$ cat src/rtl/alu_pkg.sv
// Constants shared by the ALU datapaths: operand width, subtractor latency and
// bit positions of the result flag bus.
package alu_pkg;

    localparam int unsigned ALU_W   = 32;
    localparam int unsigned SUB_LAT = 5;

    localparam int unsigned ZERO = 0;
    localparam int unsigned NEG  = 1;
    localparam int unsigned OVF  = 2;
    localparam int unsigned BOUT = 3;

endpackage

$ cat src/rtl/pg_cell.sv
// Kogge-Stone prefix combine of a higher (g_hi, p_hi) group with the adjacent
// lower (g_lo, p_lo) group.
module pg_cell (
    input  logic g_hi,
    input  logic p_hi,
    input  logic g_lo,
    input  logic p_lo,
    output logic g,
    output logic p
);

    assign g = g_hi | (p_hi & g_lo);
    assign p = p_hi & p_lo;

endmodule

$ cat src/rtl/pipe_subtractor.sv
// Five-stage pipelined a - b - bin using a Kogge-Stone carry network over a + ~b + ~bin,
// with valid/ready backpressure, tag passthrough and result flags.
module pipe_subtractor
    import alu_pkg::*;
#(
    parameter int unsigned WIDTH = 32,
    parameter int unsigned TAG_W = 4
) (
    input  logic             clk,
    input  logic             rst,
    input  logic             in_valid,
    output logic             in_ready,
    input  logic [WIDTH-1:0] in_a,
    input  logic [WIDTH-1:0] in_b,
    input  logic             in_bin,
    input  logic [TAG_W-1:0] in_tag,
    output logic             out_valid,
    input  logic             out_ready,
    output logic [WIDTH-1:0] out_diff,
    output logic             out_bout,
    output logic             out_zero,
    output logic             out_neg,
    output logic             out_ovf,
    output logic [TAG_W-1:0] out_tag
);

    localparam int unsigned NMID = SUB_LAT - 1;

    if (WIDTH != ALU_W) begin : g_width_check
        $error("pipe_subtractor supports only WIDTH=32");
    end

    logic             stall;
    logic [WIDTH-1:0] p_in;
    logic [WIDTH-1:0] carries;
    logic [WIDTH-1:0] diff;

    // Level k reads g_src/p_src[k] and produces g_cmb/p_cmb[k] with span 2^k.
    logic [WIDTH-1:0] g_src [SUB_LAT];
    logic [WIDTH-1:0] p_src [SUB_LAT];
    logic [WIDTH-1:0] g_cmb [SUB_LAT];
    logic [WIDTH-1:0] p_cmb [SUB_LAT];

    logic             vld_q   [NMID];
    logic [TAG_W-1:0] tag_q   [NMID];
    logic [WIDTH-1:0] po_q    [NMID];
    logic [WIDTH-1:0] g_q     [NMID];
    logic [WIDTH-1:0] p_q     [NMID];
    logic             cin_q   [NMID];
    logic             a_msb_q [NMID];
    logic             b_msb_q [NMID];

    assign stall    = out_valid && !out_ready;
    assign in_ready = !stall && !rst;

    // Carry-in (~bin) is folded into bit 0's generate so the prefix yields true carries.
    always_comb begin
        p_in     = in_a ^ ~in_b;
        g_src[0] = (in_a & ~in_b) | {{(WIDTH-1){1'b0}}, p_in[0] & ~in_bin};
        p_src[0] = p_in;
        for (int k = 1; k < SUB_LAT; k++) begin
            g_src[k] = g_q[k-1];
            p_src[k] = p_q[k-1];
        end
    end

    for (genvar k = 0; k < SUB_LAT; k++) begin : g_level
        logic [WIDTH-1:0] g_lvl;
        logic [WIDTH-1:0] p_lvl;
        for (genvar i = 0; i < WIDTH; i++) begin : g_bit
            if (i >= (1 << k)) begin : g_cell
                pg_cell u_pg (
                    .g_hi (g_src[k][i]),
                    .p_hi (p_src[k][i]),
                    .g_lo (g_src[k][i - (1 << k)]),
                    .p_lo (p_src[k][i - (1 << k)]),
                    .g    (g_lvl[i]),
                    .p    (p_lvl[i])
                );
            end else begin : g_pass
                assign g_lvl[i] = g_src[k][i];
                assign p_lvl[i] = p_src[k][i];
            end
        end
        assign g_cmb[k] = g_lvl;
        assign p_cmb[k] = p_lvl;
    end

    always_comb begin
        carries = {g_cmb[SUB_LAT-1][WIDTH-2:0], cin_q[NMID-1]};
        diff    = po_q[NMID-1] ^ carries;
    end

    always_ff @(posedge clk) begin
        if (rst) begin
            for (int k = 0; k < NMID; k++) begin
                vld_q[k]   <= 1'b0;
                tag_q[k]   <= '0;
                po_q[k]    <= '0;
                g_q[k]     <= '0;
                p_q[k]     <= '0;
                cin_q[k]   <= 1'b0;
                a_msb_q[k] <= 1'b0;
                b_msb_q[k] <= 1'b0;
            end
            out_valid <= 1'b0;
            out_diff  <= '0;
            out_bout  <= 1'b0;
            out_zero  <= 1'b0;
            out_neg   <= 1'b0;
            out_ovf   <= 1'b0;
            out_tag   <= '0;
        end else if (!stall) begin
            vld_q[0]   <= in_valid;
            tag_q[0]   <= in_tag;
            po_q[0]    <= p_in;
            g_q[0]     <= g_cmb[0];
            p_q[0]     <= p_cmb[0];
            cin_q[0]   <= ~in_bin;
            a_msb_q[0] <= in_a[WIDTH-1];
            b_msb_q[0] <= in_b[WIDTH-1];
            for (int k = 1; k < NMID; k++) begin
                vld_q[k]   <= vld_q[k-1];
                tag_q[k]   <= tag_q[k-1];
                po_q[k]    <= po_q[k-1];
                g_q[k]     <= g_cmb[k];
                p_q[k]     <= p_cmb[k];
                cin_q[k]   <= cin_q[k-1];
                a_msb_q[k] <= a_msb_q[k-1];
                b_msb_q[k] <= b_msb_q[k-1];
            end
            out_valid <= vld_q[NMID-1];
            out_tag   <= tag_q[NMID-1];
            out_diff  <= diff;
            out_bout  <= ~g_cmb[SUB_LAT-1][WIDTH-1];
            out_zero  <= (diff == '0);
            out_neg   <= diff[WIDTH-1];
            out_ovf   <= (a_msb_q[NMID-1] != b_msb_q[NMID-1]) &&
                         (diff[WIDTH-1] != a_msb_q[NMID-1]);
        end
    end

endmodule
$ cat config.mk
export PLATFORM = sky130hd
export DESIGN_NAME = pipe_subtractor
export DESIGN_NICKNAME = d
export VERILOG_FILES = /design/src/rtl/alu_pkg.sv /design/src/rtl/pg_cell.sv /design/src/rtl/pipe_subtractor.sv
export SDC_FILE = /design/constraint.sdc
export NUM_CORES = 1
export LEC_CHECK = 0
export CAP_MARGIN = 20
export CORE_ASPECT_RATIO = 0.5
export CORE_MARGIN = 10
export CORE_UTILIZATION = 40
export DETAILED_ROUTE_END_ITERATION = 8
export PLACE_DENSITY = 0.6
export SLEW_MARGIN = 20
export SYNTH_ARGS = -nofsm -noshare
export SYNTH_HDL_FRONTEND = slang
export SYNTH_HIERARCHICAL = 1
export SYNTH_SLANG_ARGS = --single-unit
$ cat constraint.sdc
create_clock -name clk -period 17.5 [get_ports clk]
set_input_delay 4.375 -clock clk [delete_from_list [all_inputs] [get_ports clk]]
set_output_delay 4.375 -clock clk [all_outputs]
set_load 0.005 [all_outputs]
==> flow_metrics.py, run 1 <==
metrics = {
    "global_routing": {
        "grt_max_degree": 249,
        "grt_pass1_vias": 10300,
        "grt_pass1_wl_mm": 60.7,
        "grt_overflow": 0,
        "grt_util_all_layers_pct": 13.9,
        "antenna_found_initial": 0,
    },
    "route": {
        "ant_nets": 0,
        "drtIter0Drc": 1169,
        "via_count": 10300,
        "wl_met3_mm": 1.87,
        "via_per_inst": 5.16,
        "firstDrtPassIters": 6,
        "finalWirelength_mm": 39.4,
        "maxUsedRoutingLayer": "met4",
        "wire_per_inst_microns": 19.7,
        "drcViolationCount": 0,
        "wl_met1_mm": 20.6,
        "wl_met2_mm": 16.5,
    },
    "die": {
        "row_count": 55,
        "die_y_microns": 171,
        "fp.dieW_microns": 322,
        "ios": 115,
        "coreArea_sq_um": 45100,
        "initial_core_util_pct": 40.3,
        "dieArea_sq_um": 54900,
    },
    "cells_and_area": {
        "nets": 1470,
        "drive_above_1_share_pct": 12.3,
        "final_common_cell": "edfxtp_1",
        "final_cell_mix": "edfxtp_1 (386), and3_1 (383), a21o_1 (131)",
        "regArea_sq_um": 12400,
        "fillers": 3918,
        "multi_input_area_sq_um": 5270,
        "fin_area_sq_um": 21100,
        "syn2layout_area_growth_pct": 16.0,
    },
    "clocking": {
        "cts_resized": 0,
        "postCtsSetupBuffers": 0,
        "cts-hold-fix-buffers": 0,
        "h-tree-depth": 2,
        "cts_root_buf": "clkbuf_16",
        "cts.sinks": 426,
        "cts_tree": "yes",
        "clkLatencyLatePin_ns": 0.54,
        "cts.path.max_buffers": 3,
        "clkTransAtPathRegs_ns": 0.06,
        "cts_buffers": 41,
    },
    "sta": {
        "clock_skew_ns": 0.0220,
        "tightestPinTransition_ns": 1.02,
        "setup_viol": 0,
        "tns_ns": 0,
        "hold_slack_ns": 0.453,
        "rsz0062_at_grt": "no",
        "timing.final.crit_share_pct": 64.5,
        "max_freq_mhz": 88.6,
        "hold_violations": 0,
        "maxSlewHeadroom_pct": 32.0,
        "final.min_clock_period_ns": 11.28,
        "final_max_slew_viol_count": 0,
    },
    "setup_path": {
        "critPathCapture": "in_ready",
        "regToRegStartpoint": "out_valid",
        "endpoint_kind": "output port",
        "regToRegEndpoint": "p_q[3][19]",
        "start_kind": "primary input",
        "path_class": "primary input to output port",
        "cp_max_fo": 138,
        "r2r_cells": 4,
        "crit_start": "rst",
        "cp.required_ns": 13.12,
        "worstPathArrival_ns": 6.91,
        "ff2ff_setup_slack_ns": 14.08,
    },
    "logic_synthesis": {
        "yosysWarnings": 6,
        "synthesis.area_sq_um": 18200,
        "syn_inst": 1299,
        "avgSynthCellArea_sq_um": 14.0,
        "synth_fp_nets": 1404,
    },
    "power": {
        "p_sw_share_pct": 21.0,
        "seq_power_share_pct": 54.1,
        "p_leak_nw": 10.8,
        "pwr-share-clk_pct": 40.2,
        "power.density_nw_per_um2": 103,
        "combPwrFrac_pct": 5.7,
        "ir_drop_mv": 0.0650,
        "p_int_mw": 1.72,
        "power.net_switching_mw": 0.455,
    },
    "placement": {
        "dpl_cell_area_sq_um": 19800,
        "hpwl_mm": 26.2,
        "port_buffers": 114,
        "gp_congestion": 0.785,
    },
    "job": {
        "cap_violations": 0,
    },
    "status": {
        "status": "complete, no violations",
    },
    "hold_path": {
        "hp-class": "flip-flop to flip-flop",
    },
}
## final cells by class
class	count	area share [%]
clock buffers	51	5.14
inverters	36	0.700
multi-input cells	738	25.0
clock inverters	22	1.06
diodes	1	0.0119
repair buffers	122	5.77
well taps	598	3.55
flip-flops and latches	426	58.8
## registers in the layout, indices dropped and copies added, names as in the netlist, 4 cells and up
signal,flops
tag_q,16
a_msb_q,4
cin_q,4
out_tag,4
b_msb_q,4
g_q,128
p_q,99
po_q,127
out_diff,32
vld_q,4
## through the flow
step / std cells / util (%) / setup slack, ns / total power [mW]
after detailed placement: 1920 / 43.9 / 6.20 / 1.32
after global placement: 1920 / 43.9 / 6.22 / 1.32
after floorplan: 1299 / - / 4.48 / 1.26
after global routing: 1993 / 46.8 / 5.98 / 2.24
after CTS: 1993 / 46.8 / 6.19 / 2.19
final: 1994 / 46.8 / 6.22 / 2.17
## critical path, stage by stage
cell and delay [ns]:
clkdlybuf4s50_1 0.53, inv_6 0.56, nand2_1 0.32, inv_2 0.10
buf_4 0.37, clkdlybuf4s50_1 0.60
## power groups by stage
stage	Sequential (mW)	Clock, mW	Combinational, mW
after CTS	1.17	0.890	0.126
after global routing	1.18	0.928	0.139
after detailed placement	1.20	0	0.125
after floorplan	1.18	0	0.0755
after global placement	1.20	0	0.124
final	1.17	0.873	0.125
## routing by layer
| metal | GRT usage [%] | vias to the layer above |
|---|---|---|
| li1 | - | 4988 |
| met1 | 22.0 | 5064 |
| met2 | 19.6 | 197 |
| met3 | 2.28 | 37 |
| met4 | 2.40 | 0 |
| met5 | 0 | - |
## worst min path at each step
stage,slack (ns),from,depth (start not counted),endpoint
global route,0.48,out_zero,2,out_zero
global placement,0.43,vld_q[3],1,out_valid
floorplan,0.42,vld_q[3],1,out_valid
detailed placement,0.45,out_zero,2,out_zero
finish,0.45,out_zero,2,out_zero
CTS,0.46,out_zero,2,out_zero
(Power assumes the default switching activity.)
==> inputs of run 2 (changes only) <==
--- a/config.mk
+++ b/config.mk
@@ -10,7 +10,7 @@
 export CORE_MARGIN = 10
 export CORE_UTILIZATION = 40
 export DETAILED_ROUTE_END_ITERATION = 8
-export PLACE_DENSITY = 0.6
+export PLACE_DENSITY = 0.62
 export SLEW_MARGIN = 20
 export SYNTH_ARGS = -nofsm -noshare
 export SYNTH_HDL_FRONTEND = slang
==> constraint.sdc (replaced) <==
create_clock -name clk -period 9.05 [get_ports clk]
set_input_delay 2.2625 -clock clk [delete_from_list [all_inputs] [get_ports clk]]
set_output_delay 2.2625 -clock clk [all_outputs]
set_load 0.005 [all_outputs]
==> flow_metrics.py, run 2 (synthesized netlist as in run 1, its figures left out) <==
metrics = {
    "route": {
        "wire_per_inst_microns": 19.3,
        "firstDrtPassIters": 5,
        "via_count": 10300,
        "ant_nets": 0,
        "finalWirelength_mm": 38.5,
        "drtIter0Drc": 1189,
        "via_per_inst": 5.16,
        "drcViolationCount": 0,
    },
    "clocking": {
        "cts.sinks": 426,
        "cts_buffers": 40,
        "cts_tree": "yes",
        "clkLatencyLatePin_ns": 0.55,
        "clkTransAtPathRegs_ns": 0.06,
        "postCtsSetupBuffers": 0,
        "cts_root_buf": "clkbuf_16",
        "cts-hold-fix-buffers": 0,
        "cts_resized": 0,
        "cts.path.max_buffers": 3,
        "h-tree-depth": 2,
    },
    "hold_path": {
        "hp-class": "flip-flop to flip-flop",
    },
    "sta": {
        "clock_skew_ns": 0.0246,
        "hold_violations": 0,
        "timing.final.crit_share_pct": 75.6,
        "tns_ns": 0,
        "maxSlewHeadroom_pct": 29.8,
        "final_max_slew_viol_count": 0,
        "tightestPinTransition_ns": 1.05,
        "rsz0062_at_grt": "no",
        "setup_viol": 0,
        "final.min_clock_period_ns": 6.84,
        "max_freq_mhz": 146,
        "fin_ws_ns": 2.21,
    },
    "die": {
        "ios": 115,
        "initial_core_util_pct": 40.3,
        "die_y_microns": 171,
        "dieArea_sq_um": 54900,
        "row_count": 55,
        "fp.dieW_microns": 322,
        "coreArea_sq_um": 45100,
    },
    "placement": {
        "port_buffers": 114,
        "hpwl_mm": 25.8,
        "gp_congestion": 0.823,
        "dp_slack_ns": 2.18,
    },
    "setup_path": {
        "cp.required_ns": 6.79,
        "cp_max_fo": 139,
        "path_class": "primary input to output port",
        "cpPeakStageDelay_ns": 0.54,
        "crit_chain": "clkdlybuf4s50_1 -> inv_6 -> nand2_1 -> inv_2 -> clkdlybuf4s50_1",
        "start_kind": "primary input",
        "path_common_cell": "clkdlybuf4s50_1",
        "path_buf_inv": 4,
        "crit_family": "buffers and inverters",
        "worstPathArrival_ns": 4.58,
        "endpoint_kind": "output port",
        "critPathSlowestCell": "clkdlybuf4s50_1",
    },
    "cells_and_area": {
        "regArea_sq_um": 12400,
        "max_flop_register": "g_q",
        "largest_reg_flops": 128,
        "nets": 1471,
        "reg_top3": "g_q (128), po_q (127), p_q (99)",
        "syn2layout_area_growth_pct": 15.5,
        "final_common_cell": "edfxtp_1",
        "final_cell_mix": "edfxtp_1 (386), and3_1 (383), a21o_1 (131)",
        "fillers": 3918,
        "drive_above_1_share_pct": 12.2,
        "diodes": 0,
        "multi_input_area_sq_um": 5270,
    },
    "global_routing": {
        "grt_max_degree": 222,
        "grt_util_met3_pct": 3.31,
        "grt_util_all_layers_pct": 13.6,
        "grt_overflow": 0,
        "grtUsageMet2_pct": 19.1,
        "top_usage_layer": "met1",
        "grt_use_met1_pct": 20.7,
        "antenna_found_initial": 2,
        "grt_pass1_vias": 10200,
        "grt_pass1_wl_mm": 59.0,
    },
    "job": {
        "cap_violations": 0,
    },
    "status": {
        "status": "complete, no violations",
    },
    "power": {
        "p_leak_nw": 10.8,
        "power.density_nw_per_um2": 193,
        "ir_drop_mv": 0.113,
    },
}
-- run 2: area by class of cell --
type | instances | area share, %
tap | 598 | 3.56
sequential | 426 | 59.0
multi-input combinational | 738 | 25.1
timing repair buffer | 124 | 5.97
clock inverter | 20 | 0.512
inverter | 36 | 0.685
clock buffer | 53 | 5.14
-- run 2: stage by stage --
| step | cells | hold slack (ns) | power, mW | area [sq um] | util [%] |
|---|---|---|---|---|---|
| 2_1_floorplan | 1299 | 0.419 | 2.44 | 18200 | - |
| 3_3_place_gp | 1921 | 0.440 | 2.55 | 19800 | 43.9 |
| 3_5_place_dp | 1921 | 0.445 | 2.55 | 19800 | 43.9 |
| 4_1_cts | 1994 | 0.461 | 4.09 | 21000 | 46.5 |
| 5_1_grt | 1995 | 0.477 | 4.19 | 21000 | 46.6 |
| 6_report | 1995 | 0.458 | 4.05 | 21000 | 46.6 |
-- run 2: where the power goes --
| group | internal [mW] | total, mW | leakage, nW | switching, mW |
|---|---|---|---|---|
| Combinational | 0.127 | 0.236 | 5.23 | 0.109 |
| Clock | 0.843 | 1.54 | 0.586 | 0.699 |
| Sequential | 2.22 | 2.27 | 4.98 | 0.0484 |
-- run 2: final timing paths --
check / startpoint / endpoint / slack, ns / cells past startpoint
hold reg to reg: vld_q[3] / out_valid / 0.46 / 1
hold / removal: vld_q[3] / out_valid / 0.46 / 1
setup reg to reg: out_valid / g_q[2][11] / 5.38 / 6
setup / recovery: rst / in_ready / 2.21 / 5
-- run 2: worst register-to-register path, cell delays in order, from the launching register on --
cell and delay, ns:
dfxtp_1 0.38, nand2b_4 0.20, nor2_4 0.76, clkinvlp_4 0.66, buf_12 0.38, buf_16 0.33, buf_4 0.60
-- run 2: routing by layer --
metal	routed length, microns	part of all wire (%)
met1	19200	50
met2	16300	43
met3	2470	6.4
met4	423	1.1
met5	0	0
==> inputs of run 3 (changes only) <==
==> constraint.sdc (replaced) <==
create_clock -name clk -period 5.8 [get_ports clk]
set_input_delay 1.45 -clock clk [delete_from_list [all_inputs] [get_ports clk]]
set_output_delay 1.45 -clock clk [all_outputs]
set_load 0.005 [all_outputs]
==> flow_metrics.py, run 3 (synthesized netlist as in run 1, its figures left out) <==
metrics = {
    "power": {
        "seq_power_share_pct": 54.8,
        "p_leak_nw": 10.9,
        "p_sw_share_pct": 20.9,
        "p_int_mw": 5.12,
        "pwr-share-clk_pct": 39.4,
        "ir_drop_mv": 0.235,
        "power.density_nw_per_um2": 304,
        "combPwrFrac_pct": 5.8,
        "total_power_mw": 6.47,
        "power.net_switching_mw": 1.35,
    },
    "cells_and_area": {
        "diodes": 0,
        "final_cell_mix": "edfxtp_1 (386), and3_1 (383), a21o_1 (131)",
        "drive_above_1_share_pct": 12.6,
        "fillers": 3857,
        "multi_input_area_sq_um": 5270,
        "regArea_sq_um": 12400,
        "fin_area_sq_um": 21300,
        "reg_top3": "g_q (128), po_q (127), p_q (99)",
        "final_common_cell": "edfxtp_1",
        "nets": 1483,
        "largest_reg_flops": 128,
        "max_flop_register": "g_q",
        "syn2layout_area_growth_pct": 17.0,
        "finalNonFillerCells": 2007,
    },
    "placement": {
        "dpl_cell_area_sq_um": 19900,
        "placed_cells": 1929,
        "hpwl_mm": 26.5,
        "gp_congestion": 0.807,
        "port_buffers": 114,
        "dp_slack_ns": 1.21,
    },
    "die": {
        "row_count": 55,
        "coreArea_sq_um": 45100,
        "die_y_microns": 171,
        "fp.dieW_microns": 322,
        "dieArea_sq_um": 54900,
        "ios": 115,
        "initial_core_util_pct": 40.3,
    },
    "clocking": {
        "clkLatencyLatePin_ns": 0.54,
        "postCtsSetupBuffers": 0,
        "cts_root_buf": "clkbuf_16",
        "cts.path.max_buffers": 3,
        "cts_resized": 0,
        "h-tree-depth": 2,
        "cts_tree": "yes",
        "cts.sinks": 426,
        "cts_buffers": 41,
        "cts-hold-fix-buffers": 0,
        "clkTransAtPathRegs_ns": 0.06,
    },
    "global_routing": {
        "antenna_found_initial": 5,
        "grt_overflow": 0,
        "grt_util_met3_pct": 2.79,
        "top_usage_layer": "met1",
        "grt_util_all_layers_pct": 13.9,
        "grtUsageMet2_pct": 19.9,
        "grt_pass1_vias": 10400,
        "grt_use_met1_pct": 21.3,
        "grt_max_degree": 373,
        "grt_pass1_wl_mm": 60.8,
    },
    "setup_path": {
        "regToRegStartpoint": "out_valid",
        "r2r_cells": 6,
        "ff2ff_setup_slack_ns": 3.45,
        "worstPathArrival_ns": 2.91,
        "cpPeakStageDelay_ns": 0.52,
        "cp.required_ns": 4.35,
        "cp_max_fo": 14,
        "start_kind": "primary input",
        "crit_family": "buffers and inverters",
        "path_common_cell": "clkdlybuf4s50_1",
        "endpoint_kind": "output port",
        "regToRegEndpoint": "po_q[0][2]",
        "path_buf_inv": 4,
        "path_class": "primary input to output port",
        "crit_chain": "clkdlybuf4s50_1 -> inv_6 -> nand2_1 -> inv_2 -> clkdlybuf4s50_1",
        "critPathSlowestCell": "clkdlybuf4s50_1",
    },
    "hold_path": {
        "whs_path_depth": 2,
        "hold_start": "out_zero",
        "holdPathEnd": "out_zero",
        "hp-class": "flip-flop to flip-flop",
    },
    "sta": {
        "fin_ws_ns": 1.44,
        "final.min_clock_period_ns": 4.36,
        "timing.final.crit_share_pct": 75.1,
        "maxSlewHeadroom_pct": 38.4,
        "tightestPinTransition_ns": 0.923,
        "hold_violations": 0,
        "final_max_slew_viol_count": 0,
        "setup_viol": 0,
        "max_freq_mhz": 230,
        "rsz0062_at_grt": "no",
        "clock_skew_ns": 0.0108,
    },
    "route": {
        "ant_nets": 0,
        "firstDrtPassIters": 5,
        "drtIter0Drc": 1171,
        "finalWirelength_mm": 39.0,
        "wire_per_inst_microns": 19.4,
        "drcViolationCount": 0,
        "via_count": 10300,
        "via_per_inst": 5.16,
    },
    "job": {
        "cap_violations": 0,
    },
    "status": {
        "status": "complete, no violations",
    },
}
## run 3: worst register-to-register path: cells and delay by family, from the launching register on
family | cells | cell delay, ns
and+or+nand+nor | 2 | 0.26
buffers and inverters | 4 | 1.40
DFF | 1 | 0.37
## run 3: final cells by class
cell class | instances | share of cell area [%]
clock buffers | 59 | 5.48
well taps | 598 | 3.52
clock inverters | 15 | 0.488
flip-flops and latches | 426 | 58.2
inverters | 36 | 0.676
multi-input cells | 738 | 24.8
repair buffers | 135 | 6.83
## run 3: how the worst max path moves through the flow
stage | startpoint | end | slack, ns | depth (start not counted)
after floorplan | out_ready | a_msb_q[0][0] | -2.35 | 5
after global placement | out_ready | g_q[2][3] | 1.30 | 6
after detailed placement | out_ready | g_q[3][23] | 1.21 | 6
after CTS | rst | in_ready | 1.39 | 5
after global routing | rst | in_ready | 1.37 | 5
final | rst | in_ready | 1.44 | 5
## run 3: layer usage
| layer | share of wire (%) | vias up | routed length [microns] |
|---|---|---|---|
| met4 | 1.4 | 0 | 563 |
| li1 | - | 5008 | - |
| met1 | 50 | 5074 | 19700 |
| met3 | 5.9 | 39 | 2310 |
| met2 | 42 | 226 | 16500 |
| met5 | 0 | - | 0 |
## run 3: stage by stage
stage | util, % | hold WS [ns] | TNS (ns)
after detailed placement | 44.1 | 0.442 | 0
after floorplan | - | 0.419 | -905.20
after CTS | 47.0 | 0.457 | 0
after global placement | 44.1 | 0.444 | 0
after global routing | 47.2 | 0.482 | 0
final | 47.2 | 0.457 | 0
## run 3: power by group through the flow
| stage | clock [mW] | combinational, mW | sequential [mW] |
|---|---|---|---|
| after CTS | 2.60 | 0.374 | 3.55 |
| after detailed placement | 0 | 0.372 | 3.61 |
| after global placement | 0 | 0.366 | 3.61 |
| after floorplan | 0 | 0.228 | 3.57 |
| final | 2.55 | 0.374 | 3.55 |
| after global routing | 2.73 | 0.415 | 3.56 |
